### src/rtl/mt_pkg.sv
// -----------------------------------------------------------------------------
// mt_pkg
// Shared types and constants for the mt_cpu thread scheduler.
//   thread_state_t   : per-thread run state (IDLE / READY / INFLIGHT)
//   DEFAULT_RESET_PC : PC loaded into every thread at reset
//   tid_width()      : thread-id width for a given thread count
// -----------------------------------------------------------------------------
package mt_pkg;

  typedef enum logic [1:0] {
    IDLE     = 2'd0,
    READY    = 2'd1,
    INFLIGHT = 2'd2
  } thread_state_t;

  localparam logic [31:0] DEFAULT_RESET_PC = 32'h0000_0000;

  // Smallest width able to index n threads; never below one bit.
  function automatic int tid_width(input int n);
    int w;
    w = 1;
    for (int i = 1; i < 31; i++) begin
      if ((32'sd1 << i) < n) begin
        w = i + 1;
      end else begin
        w = w;
      end
    end
    return w;
  endfunction

endpackage : mt_pkg

### src/rtl/mt_rr_arbiter.sv
// -----------------------------------------------------------------------------
// mt_rr_arbiter
// Purely combinational round-robin picker. The search starts one past the
// last grant and wraps, so the most recently served requester gets lowest
// priority.
//   i_req         : request mask, one bit per thread
//   i_last        : tid granted most recently
//   o_grant_valid : at least one request present
//   o_grant_tid   : chosen tid (0 when nothing requests)
// -----------------------------------------------------------------------------
module mt_rr_arbiter
  import mt_pkg::*;
#(
  parameter int NUM_THREADS = 4,
  parameter int TID_WIDTH   = tid_width(NUM_THREADS)
) (
  input  logic [NUM_THREADS-1:0] i_req,
  input  logic [TID_WIDTH-1:0]   i_last,
  output logic                   o_grant_valid,
  output logic [TID_WIDTH-1:0]   o_grant_tid
);

  // Walk pointer+1 .. pointer+NUM_THREADS; the TID_WIDTH-bit add wraps
  // naturally because NUM_THREADS is a power of two.
  always_comb begin : p_pick
    logic [TID_WIDTH-1:0] w_idx;
    logic                 w_found;
    w_found       = 1'b0;
    o_grant_tid   = {TID_WIDTH{1'b0}};
    o_grant_valid = |i_req;
    for (int k = 1; k <= NUM_THREADS; k++) begin
      w_idx = i_last + TID_WIDTH'(k);
      if (!w_found && i_req[w_idx]) begin
        o_grant_tid = w_idx;
        w_found     = 1'b1;
      end else begin
        w_found     = w_found;
      end
    end
  end

endmodule : mt_rr_arbiter

### src/rtl/mt_thread_scheduler.sv
// -----------------------------------------------------------------------------
// mt_thread_scheduler
// Per-thread run state and PC tracking for the mt_cpu barrel core. Each cycle
// one READY thread is offered to fetch in round-robin order; a thread stays
// INFLIGHT until writeback returns its next PC, so it never has two
// instructions in the pipe.
//   i_clk, i_rst (async, active-low)
//   i_start_valid/i_start_tid/i_start_pc : launch an IDLE thread
//   i_stall                              : freeze issue
//   o_issue_valid/o_issue_tid/o_issue_pc : thread presented to fetch
//   i_wb_valid/i_wb_tid/i_wb_next_pc/i_wb_halt : retire an in-flight slot
//   o_thread_active, o_all_halted        : run-state summary
//   o_protocol_err                       : sticky, wb to a non-INFLIGHT thread
// -----------------------------------------------------------------------------
module mt_thread_scheduler
  import mt_pkg::*;
#(
  parameter int                       NUM_THREADS   = 4,
  parameter int                       TID_WIDTH     = tid_width(NUM_THREADS),
  parameter int                       ADDRESS_WIDTH = 32,
  parameter logic [ADDRESS_WIDTH-1:0] RESET_PC      = ADDRESS_WIDTH'(DEFAULT_RESET_PC),
  parameter logic [NUM_THREADS-1:0]   RESET_MASK    = {NUM_THREADS{1'b1}}
) (
  input  logic                     i_clk,
  input  logic                     i_rst,
  input  logic                     i_start_valid,
  input  logic [TID_WIDTH-1:0]     i_start_tid,
  input  logic [ADDRESS_WIDTH-1:0] i_start_pc,
  input  logic                     i_stall,
  output logic                     o_issue_valid,
  output logic [TID_WIDTH-1:0]     o_issue_tid,
  output logic [ADDRESS_WIDTH-1:0] o_issue_pc,
  input  logic                     i_wb_valid,
  input  logic [TID_WIDTH-1:0]     i_wb_tid,
  input  logic [ADDRESS_WIDTH-1:0] i_wb_next_pc,
  input  logic                     i_wb_halt,
  output logic [NUM_THREADS-1:0]   o_thread_active,
  output logic                     o_all_halted,
  output logic                     o_protocol_err
);

  thread_state_t              r_state     [NUM_THREADS];
  logic [ADDRESS_WIDTH-1:0]   r_pc        [NUM_THREADS];
  logic [TID_WIDTH-1:0]       r_ptr;
  logic                       r_perr;

  thread_state_t              w_state_nxt [NUM_THREADS];
  logic [ADDRESS_WIDTH-1:0]   w_pc_nxt    [NUM_THREADS];
  logic [TID_WIDTH-1:0]       w_ptr_nxt;
  logic                       w_perr_nxt;

  logic [NUM_THREADS-1:0]     w_ready;
  logic [NUM_THREADS-1:0]     w_hit_issue;
  logic [NUM_THREADS-1:0]     w_hit_wb;
  logic [NUM_THREADS-1:0]     w_hit_start;
  logic                       w_grant_valid;
  logic [TID_WIDTH-1:0]       w_grant_tid;
  logic                       w_fire;

  mt_rr_arbiter #(
    .NUM_THREADS (NUM_THREADS),
    .TID_WIDTH   (TID_WIDTH)
  ) u_arb (
    .i_req         (w_ready),
    .i_last        (r_ptr),
    .o_grant_valid (w_grant_valid),
    .o_grant_tid   (w_grant_tid)
  );

  // Ready mask for the arbiter and the per-thread activity summary.
  always_comb begin
    w_ready         = {NUM_THREADS{1'b0}};
    o_thread_active = {NUM_THREADS{1'b0}};
    for (int t = 0; t < NUM_THREADS; t++) begin
      w_ready[t]         = (r_state[t] == READY);
      o_thread_active[t] = (r_state[t] != IDLE);
    end
    o_all_halted = ~|o_thread_active;
  end

  // Next state: issue, writeback and start can only hit a given thread in
  // mutually exclusive states, so a priority chain per thread is exact.
  always_comb begin
    w_fire     = w_grant_valid & ~i_stall;
    w_ptr_nxt  = r_ptr;
    w_perr_nxt = r_perr;
    if (w_fire) begin
      w_ptr_nxt = w_grant_tid;
    end else begin
      w_ptr_nxt = r_ptr;
    end
    // A retire for a thread with nothing in the pipe is a protocol violation.
    if (i_wb_valid && (r_state[i_wb_tid] != INFLIGHT)) begin
      w_perr_nxt = 1'b1;
    end else begin
      w_perr_nxt = r_perr;
    end
    for (int t = 0; t < NUM_THREADS; t++) begin
      w_hit_issue[t] = w_fire && (w_grant_tid == TID_WIDTH'(t));
      w_hit_wb[t]    = i_wb_valid && (i_wb_tid == TID_WIDTH'(t)) && (r_state[t] == INFLIGHT);
      w_hit_start[t] = i_start_valid && (i_start_tid == TID_WIDTH'(t)) && (r_state[t] == IDLE);
      if (w_hit_wb[t]) begin
        w_pc_nxt[t]    = i_wb_next_pc;
        w_state_nxt[t] = i_wb_halt ? IDLE : READY;
      end else if (w_hit_start[t]) begin
        w_pc_nxt[t]    = i_start_pc;
        w_state_nxt[t] = READY;
      end else if (w_hit_issue[t]) begin
        w_pc_nxt[t]    = r_pc[t];
        w_state_nxt[t] = INFLIGHT;
      end else begin
        w_pc_nxt[t]    = r_pc[t];
        w_state_nxt[t] = r_state[t];
      end
    end
  end

  // State register; pointer resets to the last tid so tid 0 is searched first.
  always_ff @(posedge i_clk or negedge i_rst) begin
    if (!i_rst) begin
      for (int t = 0; t < NUM_THREADS; t++) begin
        r_state[t] <= RESET_MASK[t] ? READY : IDLE;
        r_pc[t]    <= RESET_PC;
      end
      r_ptr  <= TID_WIDTH'(NUM_THREADS - 1);
      r_perr <= 1'b0;
    end else begin
      for (int t = 0; t < NUM_THREADS; t++) begin
        r_state[t] <= w_state_nxt[t];
        r_pc[t]    <= w_pc_nxt[t];
      end
      r_ptr  <= w_ptr_nxt;
      r_perr <= w_perr_nxt;
    end
  end

  // Issue outputs; PC forced to zero when no thread is presented.
  always_comb begin
    o_issue_valid  = w_grant_valid;
    o_issue_tid    = w_grant_tid;
    o_protocol_err = r_perr;
    if (w_grant_valid) begin
      o_issue_pc = r_pc[w_grant_tid];
    end else begin
      o_issue_pc = {ADDRESS_WIDTH{1'b0}};
    end
  end

endmodule : mt_thread_scheduler

### config.mk
export PLATFORM = sky130hd
export DESIGN_NAME = mt_thread_scheduler
export DESIGN_NICKNAME = d
export VERILOG_FILES = /design/src/rtl/mt_pkg.sv /design/src/rtl/mt_rr_arbiter.sv /design/src/rtl/mt_thread_scheduler.sv
export SDC_FILE = /design/constraint.sdc
export NUM_CORES = 1
export LEC_CHECK = 0
export CORE_MARGIN = 2
export CORE_UTILIZATION = 50
export DETAILED_ROUTE_END_ITERATION = 10
export HOLD_SLACK_MARGIN = 0.08
export PLACE_DENSITY = 0.78
export SYNTH_ARGS = -nofsm -noshare
export SYNTH_HDL_FRONTEND = slang
export SYNTH_SLANG_ARGS = --single-unit
### constraint.sdc
create_clock -name i_clk -period 1.82 [get_ports i_clk]
set_input_delay 0.273 -clock i_clk [delete_from_list [all_inputs] [get_ports i_clk]]
set_output_delay 0.273 -clock i_clk [all_outputs]
set_load 0.05 [all_outputs]
# Word level (Yosys, flattened, before mapping)
# Index checks and enable logic that the tools add are counted.
[op_classes] addsub=3 order_cmp=6 eq_ne=18 n_mux=43 bitwise_logic=4 reduce_logical=49
[op_table] operator="2-to-1 mux 32 bit" n=11
[op_table] operator="binary-select mux 32 bit (select 2 bit)" n=1
[op_table] operator="2-to-1 mux 2 bit" n=18
[op_table] operator="logical AND 1 bit" n=24
[op_table] operator="== test 2 bit, second input constant" n=10
[op_table] operator="nonzero test 2 bit" n=8
[op_table] operator="== test 2 x 1 -> 1 bit, second input constant" n=7
[op_table] operator="zero test 2 bit" n=7
[op_table] operator="< comparator 2 x 3 -> 1 bit, second input constant" n=4
[op_table] operator="nonzero test 3 bit" n=4
[op_table] operator="binary-select mux 1 bit (select 2 bit)" n=4
[op_table] operator="2-to-1 mux 1 bit" n=8
[op_table] operator="OR reduction 4 bit" n=2
[op_table] operator="greater-or-equal comparator 3 bit, second input constant" n=2
[op_table] operator="inverter 2 -> 3 bit" n=2
[op_table] operator="adder 2 bit, second input constant" n=2
[op_table] operator="binary-select mux 2 bit (select 2 bit)" n=1
[op_table] operator="zero test 1 bit" n=4
[op_table] operator="adder 2 x 1 -> 2 bit, second input constant" n=1
[op_table] operator="inequality test 2 bit, second input constant" n=1
[op_table] operator="AND 1 bit" n=1
[op_table] operator="inverter 1 bit" n=1
[word_totals] ff_bits=139 inputBits=74 out_inout_bits=41 wordCells=133

# Depth between registers and ports, before layout
# Gate-level depths: netlist of run 1.
[depth] ltp_word=18 mapped_depth=8 depth_no_buf=5

# Modules after synthesis
# Synthesis of run 1 repeated with hierarchy kept, for this count alone.
[unflattened] hier_cells=805 area_unflattened_um2=8042.7
[modules_own_cells] module="mt_thread_scheduler" instances=1 cells_per_inst=791 area_per_inst_um2=7961.4 seq_area_each_um2=3485.8
[modules_own_cells] module="mt_rr_arbiter" instances=1 cells_per_inst=14 area_per_inst_um2=81.3 seq_area_each_um2=0.0

# Least setup slack after synthesis of run 1
# OpenSTA, ideal clock, no wires.
[synth_timing] path_kind="register -> output" startpoint="reg r_state[0] (netlist bit)" endpoint="out o_issue_pc[23]" arrival_ns=2.567 t_required_ns=1.547 path_slack_ns=-1.020 path_stages_with_launch=8 n_path_buf=2 path_cell_list="dfstp_2 nor2b_1 clkbuf_2 nor2_1 o32ai_4 buf_2 o21ai_0 a21oi_1"
[synth_via] elab_chain_len=18 word_cells_on_any_way=28 cone_classes="1 x eq/ne; 19 x mux; 1 x bitwise; 7 x reduce/logical"
[synth_lines] element="start, declared" line_no="mt_thread_scheduler.sv:42" rtl="thread_state_t r_state [NUM_THREADS];"
[synth_lines] element="start signal, assigned by index" line_no="mt_thread_scheduler.sv:122" rtl="r_state[t] <= RESET_MASK[t] ? READY : IDLE;"
[synth_lines] element="start signal, assigned by index" line_no="mt_thread_scheduler.sv:129" rtl="r_state[t] <= w_state_nxt[t];"
[synth_lines] element="== test 2 x 1 -> 1 bit *" line_no="mt_thread_scheduler.sv:75" rtl="w_ready[t] = (r_state[t] == READY);"
[synth_lines] element="binary-select mux 1 bit (select 2 bit)" line_no="mt_rr_arbiter.sv:33" rtl="if (!w_found && i_req[w_idx]) begin"
[synth_lines] element="2-to-1 mux 1 bit (not written as such)" line_no="mt_rr_arbiter.sv:33"
[synth_lines] element="2-to-1 mux 1 bit" line_no="mt_rr_arbiter.sv:33"
[synth_lines] element="zero test 1 bit" line_no="mt_rr_arbiter.sv:33"
[synth_lines] element="logical AND 1 bit" line_no="mt_rr_arbiter.sv:33"
[synth_lines] element="2-to-1 mux 1 bit" line_no="mt_rr_arbiter.sv:33"
[synth_lines] element="zero test 1 bit" line_no="mt_rr_arbiter.sv:33"
[synth_lines] element="[... 2 more ...]"
[synth_lines] element="zero test 1 bit" line_no="mt_rr_arbiter.sv:33"
[synth_lines] element="logical AND 1 bit" line_no="mt_rr_arbiter.sv:33"
[synth_lines] element="2-to-1 mux 2 bit *" line_no="mt_rr_arbiter.sv:33"
[synth_lines] element="net o_issue_tid[0]" line_no="mt_thread_scheduler.sv:31" rtl="output logic [TID_WIDTH-1:0] o_issue_tid,"
[synth_lines] element="inverter 2 -> 3 bit (not written as such) *" line_no="mt_thread_scheduler.sv:143" rtl="o_issue_pc = r_pc[w_grant_tid];"
[synth_lines] element="binary-select mux 32 bit (select 2 bit) *" line_no="mt_thread_scheduler.sv:143"
[synth_lines] element="2-to-1 mux 32 bit (not written as such) * (2 in a row)" line_no="mt_thread_scheduler.sv:143"
[synth_lines] element="2-to-1 mux 32 bit *" line_no="mt_thread_scheduler.sv:142" rtl="if (w_grant_valid) begin"
[synth_lines] element="end, declared" line_no="mt_thread_scheduler.sv:32" rtl="output logic [ADDRESS_WIDTH-1:0] o_issue_pc,"
# The timed path passes the listed nets; every way through them passes the cells marked *. The select of a mux whose other input is x is not followed.

# Final worst setup path of run 1
[layout_timing] startpoint="reg r_state[0] (netlist bit)" endpoint="out o_issue_pc[20]"
[layout_via] elab_chain_len=18 word_cells_on_any_way=28 cone_classes="1 x eq/ne; 19 x mux; 1 x bitwise; 7 x reduce/logical"
[layout_lines] element="== test 2 x 1 -> 1 bit *" line_no="mt_thread_scheduler.sv:75"
[layout_lines] element="binary-select mux 1 bit (select 2 bit)" line_no="mt_rr_arbiter.sv:33"
[layout_lines] element="2-to-1 mux 1 bit (not written as such)" line_no="mt_rr_arbiter.sv:33"
[layout_lines] element="2-to-1 mux 1 bit" line_no="mt_rr_arbiter.sv:33"
[layout_lines] element="zero test 1 bit" line_no="mt_rr_arbiter.sv:33"
[layout_lines] element="logical AND 1 bit" line_no="mt_rr_arbiter.sv:33"
[layout_lines] element="2-to-1 mux 1 bit" line_no="mt_rr_arbiter.sv:33"
[layout_lines] element="zero test 1 bit" line_no="mt_rr_arbiter.sv:33"
[layout_lines] element="logical AND 1 bit" line_no="mt_rr_arbiter.sv:33"
[layout_lines] element="2-to-1 mux 1 bit" line_no="mt_rr_arbiter.sv:33"
[layout_lines] element="zero test 1 bit" line_no="mt_rr_arbiter.sv:33"
[layout_lines] element="logical AND 1 bit" line_no="mt_rr_arbiter.sv:33"
[layout_lines] element="2-to-1 mux 2 bit" line_no="mt_rr_arbiter.sv:33"
[layout_lines] element="inverter 2 -> 3 bit (not written as such)" line_no="mt_thread_scheduler.sv:143"
[layout_lines] element="binary-select mux 32 bit (select 2 bit)" line_no="mt_thread_scheduler.sv:143"
[layout_lines] element="2-to-1 mux 32 bit (not written as such) (2 in a row)" line_no="mt_thread_scheduler.sv:143"
[layout_lines] element="2-to-1 mux 32 bit *" line_no="mt_thread_scheduler.sv:142"
# Mark *: on every way between the ends. The rest lies on a longest branch, timed or not. The select of a mux whose other input is x is not followed.

==> metrics, run 1 <==
Post-Syn Nets 928; WP data required 1550 ps; Num CTS Buffers 17; fillers 701; GPL Wtd Cong 0.856; shortest period the worst path allows 2900 ps; H-Tree Depth 4; RSZ-0062 raised after global routing yes; Initial Util 50.9%; drt total wl 35500 um; Via Count 8848; Critical Path Fanout Max 6; antenna violations before repair 0; global-route wire length before repair 46800 um; Async SR Flop Fraction 100%; core box area 15100 um^2; Relative slew margins 67.2%; area delta synth->final 62.1%; hold violation count in the final report 0; Seq cells post-synth 139; fmax 344 MHz; Cell Area, Synth 7690 um^2; CP startpoint kind flop; unique cell type count in the Yosys netlist 45; dpl ws -638 ps; Worst Setup End Kind output port; Die W 128 um; WP data arrival 2630 ps; Buffers on Ports 114; Worst-Margin Slew 491 ps; final non-filler cell total 1242; 1st-pass router iterations 8; Via density 7.12; Post-synth EDFFs 0; nets 1115; setup ws final -1080 ps; status complete, but fails checks; root buffer cell clkbuf_16; CTS Sinks 139; Tcrit/Tclk final 160%; synth warn 0; clock-pin slew on the worst setup and hold paths 70 ps; Crit Path Category flop to output port; Die Footprint 16400 um^2; total of max-cap violations 0; largest net degree at the start of global routing 50; HPWL after DPL 15200 um; setup violators final 131; Mapped Cells 854; Slew Limit Fails 0; CTS tree yes; Die H 128 um; Seq/Total Area, Yosys 45.3%; I/O Pins 115; Hold WC Path Type primary input to asynchronous set/reset pin; cell count after placement 1162; Tot GR Track Use 37.5%; layout cells sized above 1 33.8%; row cnt 45; Util after Layout 82.6%; diode count 0; buffer levels on the longest clock path 2; Clock Latency Late Sink 440 ps; vias in the first global route 8351; Wirelength per Cell 28.5 um; drt drc 0; Clock Skews 12.3 ps; setup TNS -58630 ps; Congestion Overflow GR 0; ANT nets after route 0; Synth Flop Type dfrtp_1; DRT iter0 DRCs 1678; failing checks setup timing; syn avg cell area 9.00 um^2
## flip-flops by register name, indices dropped and copies added, names as in the netlist
register and count:
r_ptr 2, r_state 8, o_protocol_err 1, r_pc 128
## synth_stat cells (4+ instances only)
cell	count	area (um^2)
nand2_1	138	518
dfrtp_1	133	3330
mux2i_1	92	921
o21ai_0	80	400
a21oi_1	67	335
nor2_1	63	236
a22oi_1	44	330
clkbuf_1	43	161
a21boi_0	33	248
and3_1	32	200
a31oi_1	24	150
o21ai_1	16	80.1
buf_2	14	70.1
inv_1	10	37.5
buf_4	9	67.6
dfstp_2	6	158
nand2b_1	5	31.3
nor2b_1	4	25.0
## cell usage in the layout (no fill, tap or decap), types with 3 or more instances in the layout
cell and instances:
a22oi_1 28, a21oi_4 33, buf_8 5, a31oi_1 24, and3_1 15, clkbuf_16 22
and3_4 17, nor3_4 3, buf_4 44, o21ai_1 44, inv_1 6, mux2i_4 3
o21ai_2 26, nor2_1 57, nand2_1 135, a21boi_1 13, a21boi_0 19, clkdlybuf4s50_1 72
a22oi_2 16, buf_16 7, bufinv_16 4, nand2b_1 5, buf_6 37, o21ai_0 15
mux2i_1 83, clkinvlp_4 6, a21oi_1 33, o211a_1 3, mux2i_2 6, dfstp_2 6
o21ai_4 11, buf_12 65, dfrtp_1 133, nor2_2 5
## through the flow
step	hold WS [ps]	instance area [um^2]
after floorplan	-22.6	8230
after global placement	227	10500
after detailed placement	230	10500
after CTS	345	12000
after global routing	380	12500
final	330	12500
## cell type report
cell class                      count  area [um^2]  share of cell area [%]
Multi-Input combinational cell    634         4850                    38.9
Sequential cell                   139         3490                    28.0
Timing Repair Buffer              239         3220                    25.8
Clock buffer                       18          429                    3.44
Tap cell                          188          235                    1.89
Clock inverter                     14          194                    1.56
Inverter                           10         43.8                   0.352
## cells by family after synthesis
| family | synth area share, % |
|---|---|
| buffers and inverters | 4.87 |
| and+or+nand+nor | 15.5 |
| muxes | 12.3 |
| AOI/OAI and AO/OA | 22.0 |
| DFF | 45.3 |
## worst max-delay path, cell delays in order (launching register included)
cell	delay, ps
dfstp_2	570
or3b_4	410
o211ai_1	170
buf_4	250
buf_12	150
and3_1	200
o21ai_2	100
a21oi_4	180
buf_12	150
## repair_timing
item	CTS	global route
setup buffers	25	10
cloned	11	5
hold endpoints to repair	39	0
hold buffers	1	0
endpoints found under the setup margin	99	114
pin swaps	26	24
resized for setup	145	86
## routing by layer
| metal | wire (um) | up-vias | track usage [%] |
|---|---|---|---|
| met1 | 12000 | 4182 | 46.6 |
| met2 | 16000 | 921 | 59.7 |
| met3 | 4390 | 330 | 9.31 |
| met5 | 0 | - | 0 |
| li1 | - | 3415 | - |
| met4 | 3080 | 0 | 21.7 |
## final timing paths
check,from,to,slack [ps],depth (start not counted)
max,r_state[0],o_issue_pc[20],-1080,8
min,i_rst,r_pc[70],330,2
max reg2reg,r_state[7],r_pc[117],-600,10
min reg2reg,o_protocol_err,o_protocol_err,480,1
max in group asynchronous,i_rst,r_ptr[0],850,3
min in group i_clk,i_wb_next_pc[7],r_pc[103],470,3
Power of run 1 is left out: the tool's default activity adds up to more than one toggle a clock period on the data nets, which glitch-free logic cannot reach.
==> inputs of run 2 (changes only) <==
CORE_UTILIZATION = 30   (was 50)
PLACE_DENSITY = unset   (was 0.78)
clock period = 3.8 ns   (was 1.82 ns; I/O delays follow)
==> run 2 against run 1 <==
Compared with the run above:
- the run now ends clean
- critical path depth is the same
- first-iteration DRC count shrank 68%
- final cell count grew 3.7%
- utilization shrank 42 points
- cell area shrank 19%
- wire length shrank 34%
- global-route usage shrank 20 points
- count of clock-buffer cells in the layout shrank 1
- flip-flop and latch count is the same
- non-clock buffer count shrank 96
- register-to-register slack gained 1900 ps
==> metrics, run 2 (synthesized netlist as in run 1, its figures left out) <==
total power 11.0 mW; fmax 282 MHz; root buffer cell clkbuf_16 (unchanged); Multi-input gate area 3870 um^2 (was 4850 um^2); Most Frequent Cell on Critical Path buf_4 (was buf_12); setup TNS 0 ps (was -58630 ps); largest net degree at the start of global routing 86 (was 50); core box area 25200 um^2 (was 15100 um^2); Clock Skews 8.88 ps (was 12.3 ps); Pint 6.08 mW; setup violators final 0 (was 131); Top delay family on crit path compound AO/OA/AOI/OAI gates (was simple AND/OR/NAND/NOR gates); CTS Sinks 139 (unchanged); drt drc 0 (unchanged); Initial Util 30.5% (was 50.9%); Leakage 4.26 nW; fillers 2448 (was 701); buffer levels on the longest clock path 2 (unchanged); clock share of power 15.8%; final hold slack 196 ps (was 330 ps); Worst-Margin Slew 987 ps (was 491 ps); Relative slew margins 34.2% (was 67.2%); WP data required 3230 ps (was 1550 ps); Slew Limit Fails 0 (unchanged); most common cell after layout, fill and taps aside nand2_1 (unchanged); vias in the first global route 6726 (was 8351); largest register by flop count r_pc (unchanged); WP buf/inv 3 (unchanged); Via Count 6689 (was 8848); status completed (was complete, but fails checks); Worst Setup End Kind output port (unchanged); global-route wire length before repair 37300 um (was 46800 um); Congestion Overflow GR 0 (unchanged); ANT nets after route 0 (unchanged); dpl ws 693 ps (was -638 ps); HPWL after DPL 14700 um (was 15200 um); max incr delay on CP 590 ps (was 570 ps); Register Area 3490 um^2 (unchanged); setup ws final 253 ps (was -1080 ps); cts hold-fix bufs 0 (was 1); Hold WC Path Type primary input to asynchronous set/reset pin (unchanged); I/O Pins 115 (unchanged); max reg flops 128 (unchanged); Clock Latency Late Sink 420 ps (was 440 ps); Wirelength per Cell 18.1 um (was 28.5 um); PwrDens 1090 nW/um^2; H-Tree Depth 4 (unchanged); DRT iter0 DRCs 532 (was 1678); diode count 0 (unchanged); drt total wl 23300 um (was 35500 um); clock-pin slew on the worst setup and hold paths 60 ps (was 70 ps); Buffers on Ports 114 (unchanged); Num CTS Buffers 17 (unchanged); Tcrit/Tclk final 93.4%; Via density 5.19 (was 7.12); Tot GR Track Use 17.9% (was 37.5%); CTS resizes 0 (was 145); critical path's slowest cell dfstp_2 (unchanged); Setup Fix Bufs, Post-CTS 0 (was 25); combinational fraction of design power 60.3%; total of max-cap violations 0 (unchanged); hold violation count in the final report 0 (unchanged); nets 1019 (was 1115); CP startpoint kind flop (unchanged); CTS tree yes (unchanged); worst-path cell chain nor2b_1 > buf_4 > o32a_2 > buf_4 > and3_1 > o21ai_0 > a21oi_1 > buf_12 (was or3b_4 > o211ai_1 > buf_4 > buf_12 > and3_1 > o21ai_2 > a21oi_4 > buf_12); Die H 164 um (was 128 um); Die W 164 um (was 128 um); WP data arrival 2980 ps (was 2630 ps); sequential fraction of design power 23.9%; RSZ-0062 raised after global routing no (was yes); area delta synth->final 31.6% (was 62.1%); Worst VDD drop 0.000602 V; layout cells sized above 1 12.0% (was 33.8%); commonest non-fill, non-tap cells in the layout 138 x nand2_1, 133 x dfrtp_1, 92 x mux2i_1, 80 x o21ai_0, 79 x clkdlybuf4s50_1 (was 135 x nand2_1, 133 x dfrtp_1, 83 x mux2i_1, 72 x clkdlybuf4s50_1, 65 x buf_12); NetSw 4.97 mW; Net Sw Frac 45.0%; Crit Path Category flop to output port (unchanged); biggest regs r_pc (128), r_state (8), r_ptr (2) (unchanged); GPL Wtd Cong 0.746 (was 0.856); row cnt 58 (was 45); Reg2Reg Setup Slack 1270 ps (was -600 ps); Die Footprint 26900 um^2 (was 16400 um^2); antenna violations before repair 0 (unchanged); Critical Path Fanout Max 32 (was 6); shortest period the worst path allows 3550 ps; 1st-pass router iterations 5 (was 8)
-- run 2: layer usage --
metal / vias up / GRT usage (%) / part of all wire (%)
met5: - / 0 / 0
met4: 0 / 4.86 / 1.0
met3: 17 / 3.89 / 5.6
met2: 197 / 28.7 / 46
met1: 3250 / 24.6 / 47
li1: 3225 / - / -
-- run 2: area by class of cell --
class	count	share of cell area [%]
multi-input cells	634	38.2
flip-flops and latches	139	34.5
repair buffers	143	16.8
clock buffers	17	4.21
well taps	330	4.08
clock inverters	15	1.83
inverters	10	0.371
-- run 2: metrics by stage --
| stage | instance area [um^2] | util, % | cells |
|---|---|---|---|
| final | 10100 | 40.2 | 1288 |
| after detailed placement | 9500 | 37.7 | 1256 |
| after CTS | 10100 | 40.2 | 1288 |
| after global routing | 10100 | 40.2 | 1288 |
| after floorplan | 7690 | - | 854 |
| after global placement | 9500 | 37.7 | 1256 |
-- run 2: power by group through the flow --
stage	combinational, mW	clock [mW]	sequential [mW]
after floorplan	3.91	0	2.53
after global placement	6.62	0	2.63
after detailed placement	6.67	0	2.64
after CTS	6.70	1.78	2.63
after global routing	7.13	1.85	2.73
final	6.66	1.74	2.64
-- run 2: worst paths after layout --
path,cells past startpoint,endpoint,from
min in group i_clk,2,r_pc[2],r_pc[2]
max,8,o_issue_pc[23],r_state[0]
min,1,r_pc[122],i_rst
max in group asynchronous,2,r_pc[75],i_rst
min reg2reg,2,r_pc[2],r_pc[2]
max reg2reg,7,r_state[0],r_state[0]
-- run 2: worst reg2reg max path: cells and delay by family, from the launching register on --
kind	cells	cell delay [ps]
simple gates	3	630
flops	1	590
buf+inv	2	500
compound gates	2	720
Note: power is estimated with default switching activity, not from simulation.
==> inputs of run 3 (changes only) <==
CTS_CLUSTER_DIAMETER = 60   (was unset)
clock period = 4.2 ns   (was 3.8 ns; I/O delays follow)
==> run 3 against run 2 <==
Compared with the run above:
- utilization down 1.3 points
- final cell count about the same
- count of clock-buffer cells in the layout unchanged
- clock power down 9%
- hold slack better by 89 ps
- flip-flop and latch count unchanged
- non-clock buffer count down 1
- combinational power down 22%
- global-route usage down 0.50 points
==> metrics, run 3 (synthesized netlist as in run 1, its figures left out) <==
status completed (unchanged); Via density 5.15 (was 5.19); largest net degree at the start of global routing 88 (was 86); CTS Sinks 139 (unchanged); biggest regs r_pc (128), r_state (8), r_ptr (2) (unchanged); DRT iter0 DRCs 437 (was 532); Relative slew margins 33.3% (was 34.2%); Crit Path Category flop to output port (unchanged); commonest non-fill, non-tap cells in the layout 138 x nand2_1, 133 x dfrtp_1, 92 x mux2i_1, 81 x clkdlybuf4s50_1, 80 x o21ai_0 (was 138 x nand2_1, 133 x dfrtp_1, 92 x mux2i_1, 80 x o21ai_0, 79 x clkdlybuf4s50_1); Top Usage Layer GRT met2 (unchanged); Clock Skews 13.8 ps (was 8.88 ps); largest register by flop count r_pc (unchanged); vias in the first global route 6345 (was 6726); HPWL after DPL 14900 um (was 14700 um); Die H 164 um (unchanged); core box area 25200 um^2 (unchanged); layout cells sized above 1 11.7% (was 12.0%); Buffers on Ports 114 (unchanged); WP data arrival 3000 ps (was 2980 ps); root buffer cell clkbuf_16 (unchanged); drt total wl 23100 um (was 23300 um); Via Count 6627 (was 6689); dpl cell area 9160 um^2 (was 9500 um^2); dpl ws 1010 ps (was 693 ps); setup TNS 0 ps (unchanged); CTS resizes 0 (unchanged); Num CTS Buffers 17 (unchanged); 1st-pass router iterations 5 (unchanged); post-route cell area 9790 um^2 (was 10100 um^2); Wirelength per Cell 18.0 um (was 18.1 um); met3 Usage GRT 2.98% (was 3.89%); clock-pin slew on the worst setup and hold paths 70 ps (was 60 ps); RSZ-0062 raised after global routing no (unchanged); Initial Util 30.5% (unchanged); drt drc 0 (unchanged); area delta synth->final 27.3% (was 31.6%); most common cell after layout, fill and taps aside nand2_1 (unchanged); fmax 275 MHz; Slew Limit Fails 0 (unchanged); Setup Fix Bufs, Post-CTS 0 (unchanged); row cnt 58 (unchanged); Worst VDD drop 0.000474 V (was 0.000602 V); CTS tree yes (unchanged); Die W 164 um (unchanged); Clock Latency Late Sink 420 ps (about the same); global-route wire length before repair 36100 um (was 37300 um); met2 Use GR 28.1% (was 28.7%); Tot GR Track Use 17.4% (was 17.9%); I/O Pins 115 (unchanged); buffer levels on the longest clock path 2 (unchanged); PwrDens 935 nW/um^2 (was 1090 nW/um^2); WP data required 3570 ps (was 3230 ps); CP startpoint kind flop (unchanged); nets 1018 (was 1019); H-Tree Depth 4 (unchanged); Leakage 4.17 nW (was 4.26 nW); Critical Path Fanout Max 9 (was 32); Worst Setup End Kind output port (unchanged); met1 Usage GRT 24.1% (was 24.6%); Die Footprint 26900 um^2 (unchanged); Tcrit/Tclk final 86.5%; shortest period the worst path allows 3630 ps; diode count 0 (unchanged); ANT nets after route 0 (unchanged); Congestion Overflow GR 0 (unchanged); total of max-cap violations 0 (unchanged); Worst-Margin Slew 1000 ps (was 987 ps); cts hold-fix bufs 0 (unchanged); GPL Wtd Cong 0.770 (was 0.746); antenna violations before repair 0 (unchanged); max reg flops 128 (unchanged); setup violators final 0 (unchanged); Hold WC Path Type primary input to asynchronous set/reset pin (unchanged); setup ws final 567 ps (was 253 ps); hold violation count in the final report 0 (unchanged)
## run 3: cell count changes in the layout (fill, tap and decap cells not counted), sizes merged
cell | previous run | this run
clkinvlp | 2 | 1
clkdlybuf4s50 | 79 | 81
inv | 15 | 18
bufinv | 3 | 2
buf | 64 | 61
clkinv | 5 | 4
## run 3: cell type report
| type | instances | area [um^2] |
|---|---|---|
| inverters | 10 | 37.5 |
| multi-input cells | 634 | 3870 |
| well taps | 330 | 413 |
| clock inverters | 15 | 198 |
| repair buffers | 142 | 1360 |
| flip-flops and latches | 139 | 3490 |
| clock buffers | 17 | 425 |
| fillers | 2474 | 15400 |
## run 3: power by group
| part | switching (mW) | internal [mW] | leakage [nW] |
|---|---|---|---|
| logic | 3.31 | 1.86 | 2.21 |
| registers | 0.371 | 2.01 | 1.66 |
| clock network | 0.683 | 0.911 | 0.302 |
## run 3: worst paths after layout
kind                                  from             end  slack [ps]  depth (start not counted)
worst min-delay path                 i_rst       r_pc[122]         290                          1
min in group i_clk                 r_pc[6]         r_pc[6]         470                          2
worst max-delay path            r_state[0]  o_issue_tid[0]         570                          5
worst min register to register     r_pc[6]         r_pc[6]         470                          2
max in group asynchronous            i_rst        r_pc[41]        2970                          2
worst max register to register  r_state[0]      r_state[4]        1660                          6
## run 3: worst max-delay path: stages (launching register included)
cell and delay (ps):
dfstp_2 590, nor2b_1 550, nor2_1 160, o32ai_4 270
buf_4 210, clkdlybuf4s50_1 810
## run 3: per-stage QoR
| step | total power [mW] | hold slack [ps] | util, % | std cells |
|---|---|---|---|---|
| final | 9.15 | 285 | 38.9 | 1287 |
| after global routing | 9.71 | 331 | 38.9 | 1287 |
| after CTS | 9.23 | 314 | 38.9 | 1287 |
| after detailed placement | 7.60 | 459 | 36.4 | 1255 |
| after global placement | 7.52 | 449 | 36.4 | 1255 |
| after floorplan | 5.82 | 334 | - | 854 |
## run 3: metal layers
layer / vias up / wire length (um)
met5: - / 0
met4: 0 / 203
met3: 14 / 1130
met2: 175 / 10800
met1: 3215 / 11000
li1: 3223 / -
